==> config.mk <==
export PLATFORM = sky130hd
export DESIGN_NAME = controle_tempo_flat
export DESIGN_NICKNAME = d
export VERILOG_FILES = /design/src/rtl/controle_tempo_if.sv /design/src/rtl/controle_tempo.sv /design/src/flat_wrapper.sv
export SDC_FILE = /design/constraint.sdc
export NUM_CORES = 1
export LEC_CHECK = 0
export CAP_MARGIN = 20
export CORE_ASPECT_RATIO = 1.5
export CORE_UTILIZATION = 45
export DETAILED_ROUTE_END_ITERATION = 12
export GPL_TIMING_DRIVEN = 0
export PLACE_DENSITY = 0.73
export SYNTH_ARGS = -nofsm -noshare
export SYNTH_HDL_FRONTEND = slang
export SYNTH_SLANG_ARGS = --single-unit
==> constraint.sdc <==
create_clock -name clk100Hz -period 5 [get_ports clk100Hz]
set_input_delay 1 -clock clk100Hz [delete_from_list [all_inputs] [get_ports clk100Hz]]
set_output_delay 1 -clock clk100Hz [all_outputs]
set_load 0.02 [all_outputs]
==> src/rtl/controle_tempo_if.sv <==
// Keypad-path, command and display bundle of the cook-time controller.
// slave = controller side, master = stimulus/encoder side.
interface controle_tempo_if;
  logic [3:0] bcd_in;
  logic       pgt_1Hz;
  logic       start_n;
  logic       stop_n;
  logic       clear_n;
  logic       door_closed;
  logic       enablen;
  logic       mag_on;
  logic       done;
  logic [3:0] min_t;
  logic [3:0] min_u;
  logic [3:0] sec_t;
  logic [3:0] sec_u;
  logic [1:0] state;

  modport slave (
    input  bcd_in, pgt_1Hz, start_n, stop_n, clear_n, door_closed,
    output enablen, mag_on, done, min_t, min_u, sec_t, sec_u, state
  );

  modport master (
    output bcd_in, pgt_1Hz, start_n, stop_n, clear_n, door_closed,
    input  enablen, mag_on, done, min_t, min_u, sec_t, sec_u, state
  );
endinterface

==> src/rtl/controle_tempo.sv <==
// Microwave cook-time controller: MM:SS entry, 1 Hz BCD countdown, start/stop/clear/door handling.
// Events act on the edge they are detected; outputs change one cycle after the input edge.
module controle_tempo (
  input  logic              clk100Hz,
  input  logic              clr,
  controle_tempo_if.slave   bus
);

  typedef enum logic [1:0] {
    SETUP  = 2'd0,
    COOK   = 2'd1,
    PAUSED = 2'd2,
    DONE   = 2'd3
  } state_t;

  state_t     r_state, w_state_nxt;
  logic [3:0] r_min_t, r_min_u, r_sec_t, r_sec_u;
  logic [3:0] w_min_t_nxt, w_min_u_nxt, w_sec_t_nxt, w_sec_u_nxt;
  logic       r_pgt_prev, r_start_prev, r_stop_prev, r_clear_prev;

  logic w_pgt_rise, w_press_start, w_press_stop, w_press_clear;
  logic w_time_zero;
  logic w_b0, w_b1, w_b2;
  logic [3:0] w_dec_min_t, w_dec_min_u, w_dec_sec_t, w_dec_sec_u;
  logic w_dec_zero;

  assign w_pgt_rise    = bus.pgt_1Hz & ~r_pgt_prev;
  assign w_press_start = ~bus.start_n & r_start_prev;
  assign w_press_stop  = ~bus.stop_n  & r_stop_prev;
  assign w_press_clear = ~bus.clear_n & r_clear_prev;

  assign w_time_zero = (r_min_t == 4'd0) && (r_min_u == 4'd0) &&
                       (r_sec_t == 4'd0) && (r_sec_u == 4'd0);

  // Borrow chain: seconds units wrap to 9, seconds tens to 5, minute units to 9.
  assign w_b0        = (r_sec_u == 4'd0);
  assign w_dec_sec_u = w_b0 ? 4'd9 : r_sec_u - 4'd1;
  assign w_b1        = w_b0 && (r_sec_t == 4'd0);
  assign w_dec_sec_t = w_b0 ? ((r_sec_t == 4'd0) ? 4'd5 : r_sec_t - 4'd1) : r_sec_t;
  assign w_b2        = w_b1 && (r_min_u == 4'd0);
  assign w_dec_min_u = w_b1 ? ((r_min_u == 4'd0) ? 4'd9 : r_min_u - 4'd1) : r_min_u;
  assign w_dec_min_t = w_b2 ? r_min_t - 4'd1 : r_min_t;
  assign w_dec_zero  = (w_dec_min_t == 4'd0) && (w_dec_min_u == 4'd0) &&
                       (w_dec_sec_t == 4'd0) && (w_dec_sec_u == 4'd0);

  always_ff @(posedge clk100Hz) begin
    if (clr) begin
      r_state      <= SETUP;
      r_min_t      <= 4'd0;
      r_min_u      <= 4'd0;
      r_sec_t      <= 4'd0;
      r_sec_u      <= 4'd0;
      r_pgt_prev   <= 1'b0;
      r_start_prev <= 1'b1;
      r_stop_prev  <= 1'b1;
      r_clear_prev <= 1'b1;
    end else begin
      r_state      <= w_state_nxt;
      r_min_t      <= w_min_t_nxt;
      r_min_u      <= w_min_u_nxt;
      r_sec_t      <= w_sec_t_nxt;
      r_sec_u      <= w_sec_u_nxt;
      r_pgt_prev   <= bus.pgt_1Hz;
      r_start_prev <= bus.start_n;
      r_stop_prev  <= bus.stop_n;
      r_clear_prev <= bus.clear_n;
    end
  end

  always_comb begin
    w_state_nxt = r_state;
    w_min_t_nxt = r_min_t;
    w_min_u_nxt = r_min_u;
    w_sec_t_nxt = r_sec_t;
    w_sec_u_nxt = r_sec_u;
    case (r_state)
      SETUP: begin
        if (w_press_clear) begin
          w_min_t_nxt = 4'd0;
          w_min_u_nxt = 4'd0;
          w_sec_t_nxt = 4'd0;
          w_sec_u_nxt = 4'd0;
        end else if (w_press_start && bus.door_closed && !w_time_zero) begin
          w_state_nxt = COOK;
        end else if (w_pgt_rise && (bus.bcd_in <= 4'd9)) begin
          w_min_t_nxt = r_min_u;
          w_min_u_nxt = r_sec_t;
          w_sec_t_nxt = r_sec_u;
          w_sec_u_nxt = bus.bcd_in;
        end
      end
      COOK: begin
        // Door open or stop beats a coincident tick; the tick is dropped.
        if (!bus.door_closed || w_press_stop) begin
          w_state_nxt = PAUSED;
        end else if (w_pgt_rise) begin
          w_min_t_nxt = w_dec_min_t;
          w_min_u_nxt = w_dec_min_u;
          w_sec_t_nxt = w_dec_sec_t;
          w_sec_u_nxt = w_dec_sec_u;
          if (w_dec_zero) w_state_nxt = DONE;
        end
      end
      PAUSED: begin
        if (w_press_stop || w_press_clear) begin
          w_state_nxt = SETUP;
          w_min_t_nxt = 4'd0;
          w_min_u_nxt = 4'd0;
          w_sec_t_nxt = 4'd0;
          w_sec_u_nxt = 4'd0;
        end else if (w_press_start && bus.door_closed) begin
          w_state_nxt = COOK;
        end
      end
      default: begin
        w_min_t_nxt = 4'd0;
        w_min_u_nxt = 4'd0;
        w_sec_t_nxt = 4'd0;
        w_sec_u_nxt = 4'd0;
        if (w_press_start || w_press_stop || w_press_clear || !bus.door_closed)
          w_state_nxt = SETUP;
      end
    endcase
  end

  assign bus.enablen = (r_state != COOK);
  assign bus.mag_on  = (r_state == COOK);
  assign bus.done    = (r_state == DONE);
  assign bus.state   = r_state;
  assign bus.min_t   = r_min_t;
  assign bus.min_u   = r_min_u;
  assign bus.sec_t   = r_sec_t;
  assign bus.sec_u   = r_sec_u;

endmodule

==> src/flat_wrapper.sv <==
// flat-port wrapper written by rule: the top's interface ports become plain ports
module controle_tempo_flat 
  (clk100Hz, clr, bus_bcd_in, bus_pgt_1Hz, bus_start_n, bus_stop_n, bus_clear_n, bus_door_closed, bus_enablen, bus_mag_on, bus_done, bus_min_t, bus_min_u, bus_sec_t, bus_sec_u, bus_state);
  controle_tempo_if bus_i ();
  input  logic clk100Hz;
  input  logic clr;
  input wire logic [$bits(bus_i.bcd_in)-1:0] bus_bcd_in;
  input wire logic [$bits(bus_i.pgt_1Hz)-1:0] bus_pgt_1Hz;
  input wire logic [$bits(bus_i.start_n)-1:0] bus_start_n;
  input wire logic [$bits(bus_i.stop_n)-1:0] bus_stop_n;
  input wire logic [$bits(bus_i.clear_n)-1:0] bus_clear_n;
  input wire logic [$bits(bus_i.door_closed)-1:0] bus_door_closed;
  output wire logic [$bits(bus_i.enablen)-1:0] bus_enablen;
  output wire logic [$bits(bus_i.mag_on)-1:0] bus_mag_on;
  output wire logic [$bits(bus_i.done)-1:0] bus_done;
  output wire logic [$bits(bus_i.min_t)-1:0] bus_min_t;
  output wire logic [$bits(bus_i.min_u)-1:0] bus_min_u;
  output wire logic [$bits(bus_i.sec_t)-1:0] bus_sec_t;
  output wire logic [$bits(bus_i.sec_u)-1:0] bus_sec_u;
  output wire logic [$bits(bus_i.state)-1:0] bus_state;
  assign bus_i.bcd_in = bus_bcd_in;
  assign bus_i.pgt_1Hz = bus_pgt_1Hz;
  assign bus_i.start_n = bus_start_n;
  assign bus_i.stop_n = bus_stop_n;
  assign bus_i.clear_n = bus_clear_n;
  assign bus_i.door_closed = bus_door_closed;
  assign bus_enablen = bus_i.enablen;
  assign bus_mag_on = bus_i.mag_on;
  assign bus_done = bus_i.done;
  assign bus_min_t = bus_i.min_t;
  assign bus_min_u = bus_i.min_u;
  assign bus_sec_t = bus_i.sec_t;
  assign bus_sec_u = bus_i.sec_u;
  assign bus_state = bus_i.state;
  controle_tempo u_core (.clk100Hz(clk100Hz), .clr(clr), .bus(bus_i));
endmodule
==> reports/qor.yml <==
run_status:
  status: "finished clean"
routing:
  wl_met1_um: 1694
  drc: 0
  first_pass_iters: 5
  routed_wl_um: 4194
  num_vias: 1613
  drtIter0Drc: 115
  wl_met2_um: 2037
  viasPerCell: 6.325
  antenna_left: 0
  routed.top_layer: "met4"
  wl_met3_um: 371
  routedWlPerCell_um: 16.45
floorplan:
  die-area_mm2: 0.003343
  die_height_um: 70.32
  initial_core_util_pct: 47.58
  die-width_um: 47.55
  coreArea_mm2: 0.002943
  rows: 24
  io_pins: 32
clocking:
  cts_setup_buffers: 0
  cts_hold_repair.buffers: 0
  cts_resized: 0
  cts.sinks: 22
  clk_pin_slew_ns: 0.08
  numCtsBuffers: 3
  h-tree-depth: 1
  cts-root-buf: "clkbuf_8"
  clockBufferDepth: 2
  cts_tree: "yes"
  clkLatencyLatePin_ns: 0.27
synth:
  postSynthAreaPerCell_um2: 7.735
  syn-cell-area_mm2: 0.001400
  ys_async_sr_fraction_pct: 0
  syn_nets: 194
  synthCells: 181
  yosysSeqAreaShare_pct: 31.46
  synth-edff-count: 0
  synth_warnings: 0
  synth_cell_types: 40
  synth_top_flop_cell: "dfxtp_1"
  ys_ff_latch: 22
sta:
  slew_viol_final: 0
  post-route-period-util_pct: 67.52
  setup_tns_ns: 0
  hold_viol_final: 0
  fmax_ghz: 0.2962
  maxSlewHeadroom_pct: 35.55
  setup_viol: 0
  rsz0062_at_grt: "no"
  finalHoldWorstSlack_ns: 0.5316
  fin_crit_ns: 3.376
  tightest_slew_ns: 0.9579
  finClkSkew_ns: 0.004468
final_layout:
  layout_common_cells: "clkdlybuf4s50_1, dfxtp_1, o21ai_0"
  drive_gt1_share_pct: 7.870
  synthToLayoutAreaGrowth_pct: 29.58
  post-route-util_pct: 61.65
  layout_commonest_cell: "clkdlybuf4s50_1"
  antenna_cells: 0
  final_nets: 230
  fill_cells: 272
power:
  p_clk_share_pct: 22.5
  p_leak_nw: 0.6186
  p_int_w: 0.0003570
  swShare_pct: 38.51
  p_comb_share_pct: 42.0
  seqPwrFrac_pct: 35.5
  vdd_drop_max_v: 0.0002143
  p_per_area_mw_per_mm2: 320.0
  p_sw_w: 0.0002235
global_route:
  grt_pass1_vias: 1478
  grt_max_degree: 13
  antenna_found_initial: 0
  track_usage_pct: 27.21
  grt_overflow: 0
  grt_pass1_wl_um: 6748
worst_setup_path:
  worstReg2RegStart: "u_core.bus.sec_u[1]"
  startpoint: "u_core.bus.state[1]"
  end_kind: "primary output"
  critPathMaxFanout: 10
  worstPathRequired_ns: 4.00
  path_class: "reg -> out"
  cp.arrival_ns: 2.38
  start_kind: "register"
min_path:
  min-delay-path-class: "reg -> reg"
  hp-start: "u_core.bus.min_t[0]"
place:
  portBuffers: 31
  dp_hpwl_um: 2989
  place_congestion: 0.8970
run:
  cap_violations: 0
stage by stage:
stage	power [W]	cells	instance area, µm²	worst slack, ns
final	0.0005805	255	1814	1.624
after global routing	0.0006066	255	1814	1.495
after detailed placement	0.0004455	251	1759	1.574
after CTS	0.0005749	255	1814	1.675
after floorplan	0.0003699	181	1400	2.523
after global placement	0.0004402	251	1759	1.606
state kept, by name, indices dropped and copies added, names as in the netlist:
name                 cells
u_core.bus.min_t         4
u_core.bus.state         2
u_core.r_pgt_prev        1
u_core.r_clear_prev      1
u_core.bus.sec_t         4
u_core.r_stop_prev       1
u_core.bus.min_u         4
u_core.bus.sec_u         4
u_core.r_start_prev      1
routing by layer:
metal	GRT usage [%]	vias to the layer above
met5	0	-
met4	11.42	0
met3	4.651	18
met2	42.01	106
met1	36.00	744
li1	-	745
power by group through the flow:
stage | Combinational, W | Clock, W | Sequential (W)
3_3_place_gp | 0.000232 | 0 | 0.000208
5_1_grt | 0.000263 | 0.000137 | 0.000207
4_1_cts | 0.000239 | 0.000131 | 0.000205
3_5_place_dp | 0.000236 | 0 | 0.000209
6_report | 0.000244 | 0.000131 | 0.000206
2_1_floorplan | 0.000150 | 0 | 0.000220
synthesized netlist by cell type, types with 4 or more instances:
cell / count / area share [%]
inv_1: 7 / 1.9
o21ai_0: 17 / 6.1
nor4_1: 4 / 1.8
nand2b_1: 4 / 1.8
a22oi_1: 4 / 2.1
dfxtp_1: 22 / 31
nor2b_1: 5 / 2.2
nor3_1: 10 / 3.6
nor2_1: 8 / 2.1
a211oi_1: 6 / 3.2
nand3_1: 9 / 3.2
nand2_1: 16 / 4.3
clkbuf_1: 9 / 2.4
a21oi_1: 15 / 5.4
o31ai_1: 5 / 2.7
a22o_1: 5 / 3.1
worst paths after layout:
kind                                             to  slack [ns]  cells after the start
worst min register to register  u_core.bus.min_t[0]        0.53                      2
worst max register to register  u_core.bus.min_u[3]        2.34                      6
worst min-delay path            u_core.bus.min_t[0]        0.53                      2
worst max-delay path                    bus_enablen        1.62                      4
cells by family (layout without fill, tap and decap cells):
family	Yosys count	in the layout	share of synthesized area [%]
and+or+nand+nor	71	71	27.26
muxes	1	1	0.8042
AOI/OAI and AO/OA	63	63	30.65
DFF	22	22	31.46
adders and majority gates	2	2	1.787
buffers and inverters	19	54	6.166
xor gates and xnor gates	3	3	1.877
cell type report:
cell class                 instances  area, µm²  share of cell area [%]
timing repair buffer              31      310.3                   17.10
tap                               39      48.80                   2.690
buffer                            11      56.30                   3.103
clock buffer                       4      55.05                   3.034
sequential                        22      440.4                   24.28
inverter                           8      30.03                   1.655
multi-input combinational        140      873.3                   48.14
critical path, cell delays in order, from the launching register on:
cell and delay (ns):
dfxtp_1 0.33, clkbuf_1 0.28, nand2b_1 0.29, clkbuf_1 0.49, clkdlybuf4s50_1 0.72
No activity file was read; power rests on OpenSTA's default activity.
